<file path="src/rtl/countdown_pkg.sv">
// Shared types and constants for the countdown timer.
package countdown_pkg;

    localparam int DEFAULT_WIDTH = 3;

    typedef enum logic [1:0] {
        IDLE = 2'd0,
        RUN  = 2'd1,
        HOLD = 2'd2,
        DONE = 2'd3
    } state_e;

endpackage

</file>
<file path="src/rtl/decrement_unit.sv">
// Combinational carry-lookahead x + all-ones (carry-in 0), i.e. x - 1 mod 2^WIDTH.
// c_out low means x was zero: the subtraction borrowed past the MSB.
module decrement_unit
    import countdown_pkg::*;
#(
    parameter int WIDTH = DEFAULT_WIDTH
) (
    input  logic [WIDTH-1:0] x,
    output logic [WIDTH-1:0] out,
    output logic             c_out
);

    localparam logic [WIDTH-1:0] ADDEND = '1;

    logic [WIDTH-1:0] gen;
    logic [WIDTH-1:0] prop;
    logic [WIDTH:0]   carry;

    assign gen  = x & ADDEND;
    assign prop = x | ADDEND;

    // Each carry is expanded as an OR of generate terms gated by the propagates above them.
    always_comb begin
        logic term;
        carry = '0;
        term  = 1'b0;
        for (int i = 1; i <= WIDTH; i++) begin
            for (int j = 0; j < i; j++) begin
                term = gen[j];
                for (int k = j + 1; k < i; k++) begin
                    term = term & prop[k];
                end
                carry[i] = carry[i] | term;
            end
        end
    end

    assign out   = x ^ ADDEND ^ carry[WIDTH-1:0];
    assign c_out = carry[WIDTH];

endmodule

</file>
<file path="src/rtl/countdown_timer.sv">
// Loadable down-counter with pause/hold, clocked on the falling edge of clk.
// Define COUNTDOWN_AUTO_RELOAD_EN to reload from the last loaded value on each borrow.
module countdown_timer
    import countdown_pkg::*;
#(
    parameter int WIDTH = DEFAULT_WIDTH
) (
    input  logic             clk,
    input  logic             reset_n,
    input  logic             load,
    input  logic [WIDTH-1:0] load_val,
    input  logic             start,
    input  logic             pause,
    output logic [WIDTH-1:0] count,
    output logic             borrow_out,
    output logic             busy,
    output logic             done
);

    state_e           state_q;
    logic [WIDTH-1:0] count_q;
    logic [WIDTH-1:0] count_d;
    logic             borrow_q;
    logic             dec_cout;
`ifdef COUNTDOWN_AUTO_RELOAD_EN
    logic [WIDTH-1:0] reload_q;
`endif

    decrement_unit #(.WIDTH(WIDTH)) u_dec (
        .x     (count_q),
        .out   (count_d),
        .c_out (dec_cout)
    );

    always_ff @(negedge clk or negedge reset_n) begin
        if (!reset_n) begin
            state_q  <= IDLE;
            count_q  <= '0;
            borrow_q <= 1'b0;
`ifdef COUNTDOWN_AUTO_RELOAD_EN
            reload_q <= '0;
`endif
        end else begin
            borrow_q <= 1'b0;
            case (state_q)
                IDLE, DONE: begin
                    if (load) begin
                        count_q <= load_val;
`ifdef COUNTDOWN_AUTO_RELOAD_EN
                        reload_q <= load_val;
`endif
                        state_q <= IDLE;
                    end else if (start && state_q == IDLE) begin
                        state_q <= (count_q != '0) ? RUN : DONE;
                    end
                end
                RUN: begin
`ifdef COUNTDOWN_AUTO_RELOAD_EN
                    if (start) begin
                        state_q <= IDLE;
                    end else
`endif
                    if (pause) begin
                        state_q <= HOLD;
                    end else begin
                        count_q <= count_d;
                        if (count_q == WIDTH'(1)) begin
                            borrow_q <= 1'b1;
`ifdef COUNTDOWN_AUTO_RELOAD_EN
                            if (reload_q != '0) begin
                                count_q <= reload_q;
                            end else begin
                                state_q <= DONE;
                            end
`else
                            state_q <= DONE;
`endif
                        end
                    end
                end
                HOLD: begin
`ifdef COUNTDOWN_AUTO_RELOAD_EN
                    if (start) begin
                        state_q <= IDLE;
                    end else
`endif
                    if (!pause) begin
                        state_q <= RUN;
                    end
                end
                default: state_q <= IDLE;
            endcase
        end
    end

    // RUN is only ever entered with a non-zero count, so a decrement from zero is a design bug.
    assert property (@(negedge clk) disable iff (!reset_n)
                     (state_q == RUN && !pause) |-> dec_cout)
        else $error("countdown_timer: decrement from zero in RUN");

    assign count      = count_q;
    assign borrow_out = borrow_q;
    assign busy       = (state_q == RUN) || (state_q == HOLD);
    assign done       = (state_q == DONE);

endmodule
</file>
<file path="config.mk">
export PLATFORM = sky130hd
export DESIGN_NAME = countdown_timer
export DESIGN_NICKNAME = d
export VERILOG_FILES = /design/src/rtl/countdown_pkg.sv /design/src/rtl/decrement_unit.sv /design/src/rtl/countdown_timer.sv
export SDC_FILE = /design/constraint.sdc
export NUM_CORES = 1
export LEC_CHECK = 0
export CORE_AREA = 2 2 39 41
export CTS_BUF_LIST = sky130_fd_sc_hd__clkbuf_16
export DETAILED_ROUTE_END_ITERATION = 12
export DIE_AREA = 0 0 41 43
export GPL_ROUTABILITY_DRIVEN = 0
export PLACE_DENSITY_LB_ADDON = 0.1
export SYNTH_ARGS = -nofsm -noshare
export SYNTH_HDL_FRONTEND = slang
export SYNTH_SLANG_ARGS = --single-unit
</file>
<file path="constraint.sdc">
create_clock -name clk -period 2.5 [get_ports clk]
set_input_delay 0.625 -clock clk [delete_from_list [all_inputs] [get_ports clk]]
set_output_delay 0.625 -clock clk [all_outputs]
set_load 0.05 [all_outputs]
</file>
* Word level (Yosys, flattened, before mapping) *
Cells that the tools add are included.

word-level totals
  register bits after elaboration = 6
  input bits = 8
  word-level logic and storage cells = 36
  output and inout port bits = 6

cells by class
  bitwise gates (word level) = 3
  eq/ne operators = 9
  multiplexer cells = 13
  reduce and logical (&&, ||, !) cells = 8

operators with widths
  operator            count
  $mux 2              6
  $mux 3              2
  $ne 2x2->1 const B  3
  $ne 3x3->1 const B  2
  $pmux 2 s3          1
  $pmux 3 s2          1
  $reduce_and 3->1    2
  $eq 2x2->1 const B  2
  $eq 3x1->1 const B  1
  $mux 1              3
  $not 3->3           1
  $reduce_bool 3->1   1
  $xor 3x3->3         1
  $eq 2x1->1 const B  1
  $logic_not 2->1     1
  $reduce_bool 2->1   1
  $reduce_or 2->1     1
  $logic_and 1x1->1   1
  $logic_or 1x1->1    1
  $or 1x1->1          1

* Longest topological paths before layout *
  depth after elaboration = 5
  depth in mapped cells = 6
  mapped depth without buffers = 6

* Hierarchy *
Synthesis repeated with hierarchy kept, for this count alone.

second synthesis, totals
  cells, all modules = 40
  area total of the unflattened synthesis = 426.7 um^2

by module, submodules not included
  module           cells each  sequential area each (um^2)  area an instance (um^2)  times used
  countdown_timer  32          150.1                        379.1                    1
  decrement_unit   8           0.0                          47.5                     1

==> results.md <==
- The setup violation total in the final timing report is 6.
- The total global routing overflow is 0.
- The die covers between 1500 and 2000 sq um.
- The startpoint type of the worst setup path is a flop.
- For this design, the slowest cell found on the critical path is dfrtn_1.
- STA puts the critical path data arrival time at between 2 and 2.5 ns.
- The post-detailed-route DRC marker count is 0.
- The count of antenna-violating nets left after detailed routing is 0.
- Dividing the detail-routed via count by the number of cells gives 4.61.
- The Yosys warning count is 0.
- The TritonCTS clock tree is yes.
- The largest stage delay on the critical path is 0.44 ns.
- The final reports fail on setup timing.
- The net total in the final layout is slightly below 90.
- The run finished, with violations left.
- The count of pins over their slew limit is 0.
- The starting utilization of the core area is about a third.
- The worst clock skew is roughly 0.00077 ns.
- For this design the ratio of total power to cell area is around 1600 nW/um^2.
- STA classifies the critical path endpoint as an output pin.
- The per-cell routed wire length is about 11 um.
- The worst-skew pair later-pin latency is 0.26 ns.
- 0 antenna diodes ended up in the layout.
- The reported max-cap violation count is 0.
- Clock tree synthesis found a total of 6 sinks.
- The slew of the pin with the lowest slew margin is 0.293 ns.
- The cell at the root of the clock tree is clkbuf_16.
- After legalization and detailed placement, the total HPWL measured approximately 700 um.
- The post-route netlist has a little under half of its cells at a drive strength greater than 1.
- The number of primary I/O pins is 14.
- The total CTS buffers is 3.
- The maximum level of the CTS H-tree is 1.
- The first routing iteration left 3 violations.
- The worst hold margin is 0.566 ns.
- The aggregate negative setup slack is -1.99 ns.
- The global-route total usage across every layer is ~14%.
- With fillers left out, the area of the finished cells amounts to between 800 and 900 sq um.
- The total routed wirelength is 954 um.
- The die is ~41 um wide.
- The critical path contains buffers and inverters numbering 2 combined.
- Along the worst path, the maximum fanout reaches 3.
- Clock-pin slew was measured on the worst setup and hold paths at approximately 0.030 ns.
- When the netlist entered floorplanning its net count stood at just under 60.
- The first-pass detailed-route iteration total is 4.
- The number of hold-slack violations in the final timing report came to 0.
- From bottom edge to top edge, the die measures between 40 and 50 um.
- At the placement stage, the worst setup path has a slack of -0.683 ns.
- Across the VDD grid, the largest voltage drop is about 0.00093 V.
- In this run, post-CTS hold repair placed 0 buffers.
- The pin count of the biggest net entering global routing is 8.
- The cell count after synthesis is 43.
- The detailed router placed 406 vias in this run.
- The count of different cell masters after synthesis is 16.
- The area after detailed placement is ~730 sq um.
- The static leakage is around 0.44 nW.
- The initial antenna violation count is 0.
- Counting along the longest clock path gives a buffer depth of 2.
- The global-route wire length before repair is around 1.6 mm.
- Counting flops and latches in the post-synthesis netlist gives 6.
- The core region is between 1000 and 1500 sq um.
- The worst min-delay path category is flop to flop.
- Sequential cells were found to cover around a third of the synthesized design area.
- The critical path goes through inv_2, ha_4, buf_12.
- The critical path is of the flop to output pin type.
- The power consumption is 1.38 mW.
- Setup repair after global routing could not meet its margin everywhere.
- The mapped netlist covers 444 sq um.
- STA puts the critical path data required time at 1.88 ns.
- Row generation in the floorplan step produced 14 rows.
- The port buffer count is 13.
- The synthesized area per cell is between 10 and 15 sq um.
- The minimum setup slack in the final design is -0.551 ns.
- The number of global-route vias before repair came to a little under 400.
- The area growth from synthesis to layout is 89.6%.
- The cell family contributing the most delay on the critical path is flip-flops.
- Measured against its own limit, the worst slew margin works out to 80.5%.
[registers in the layout, indices dropped and copies added, names as in the netlist]
signal	flops
state_q	2
borrow_out	1
count	3
[layer usage]
| metal | track usage, % | routed length (um) |
|---|---|---|
| met5 | 0 | 0 |
| met4 | 6.00 | 13 |
| met1 | 14.1 | 368 |
| met2 | 22.5 | 489 |
| met3 | 6.81 | 82 |
[final timing paths]
kind / start / endpoint / slack (ns) / cells after the start
worst max-delay path: state_q[0] / busy / -0.55 / 3
worst min-delay path: count[2] / borrow_out / 0.57 / 2
worst min register to register: count[2] / borrow_out / 0.57 / 2
max in group asynchronous: reset_n / borrow_out / 0.51 / 1
worst max register to register: state_q[0] / state_q[1] / 0.71 / 7
min in group asynchronous: reset_n / count[0] / 1.75 / 1
[stage by stage]
| step | std cells | utilization, % |
|---|---|---|
| after CTS | 85 | 59.6 |
| after global routing | 88 | 60.8 |
| final | 88 | 60.8 |
| after detailed placement | 80 | 52.4 |
| after global placement | 80 | 52.4 |
| after floorplan | 43 | - |
[area by class of cell]
cell class,count,area (sq um)
Sequential cell,6,150
Inverter,8,30.0
Clock buffer,3,75.1
Tap cell,16,20.0
Timing Repair Buffer,27,287
Multi-Input combinational cell,28,280
Fill cell,109,542
[where the power goes]
part           switching (mW)  internal, mW  leakage [nW]
combinational           0.441         0.503         0.327
clock                  0.0478         0.205        0.0370
sequential             0.0406         0.146        0.0732
[timing repair]
| action | in CTS | in global routing |
|---|---|---|
| endpoints found under the setup margin | 12 | 10 |
| gates resized for setup | 10 | 4 |
| buffers inserted | 2 | 3 |
| pin swaps | 5 | 3 |
[worst register-to-register path: stages, from the launching register on]
cell	delay [ns]
dfrtn_1	0.36
buf_4	0.14
buf_4	0.12
ha_1	0.29
nor2b_4	0.17
a222oi_1	0.30
buf_4	0.17
mux2i_1	0.06
[synth_stat cells]
library cell  instances  area (sq um)
a222oi_1              1          10.0
a22oi_1               2          15.0
a2bb2oi_1             1          8.76
and3_1                1          6.26
buf_6                 1          11.3
dfrtn_1               6           150
ha_1                  7          87.6
inv_1                 8          30.0
mux2i_1               6          60.1
nand2_1               2          7.51
nand2b_1              2          12.5
nor2_1                2          7.51
nor2b_4               1          13.8
o21ai_0               1          5.00
o22ai_1               1          6.26
o22ai_2               1          12.5
[cells in the final DEF (no fill, tap or decap)]
cell	instances
a222oi_1	1
nand2_1	2
ha_4	2
o21ai_0	1
o22ai_1	1
a2bb2oi_1	1
a22oi_1	2
clkbuf_2	2
inv_1	6
clkdlybuf4s50_1	4
nor2_2	1
buf_12	6
dfrtn_1	6
ha_1	5
nor2_1	1
nand2b_1	2
and3_1	1
mux2i_1	6
buf_4	14
buf_6	1
o22ai_2	1
nor2b_4	1
clkbuf_16	3
inv_2	2
[cells by family (layout without fill, tap and decap cells)]
| kind of cell | Yosys count | count (layout) | share of synthesized area (%) |
|---|---|---|---|
| buf+inv | 9 | 38 | 9.30 |
| simple gates | 8 | 8 | 10.7 |
| flops | 6 | 6 | 33.8 |
| mux | 6 | 6 | 13.5 |
| fa+ha+maj | 7 | 7 | 19.7 |
| compound gates | 7 | 7 | 13.0 |
Note: power is estimated with default switching activity, not from simulation.
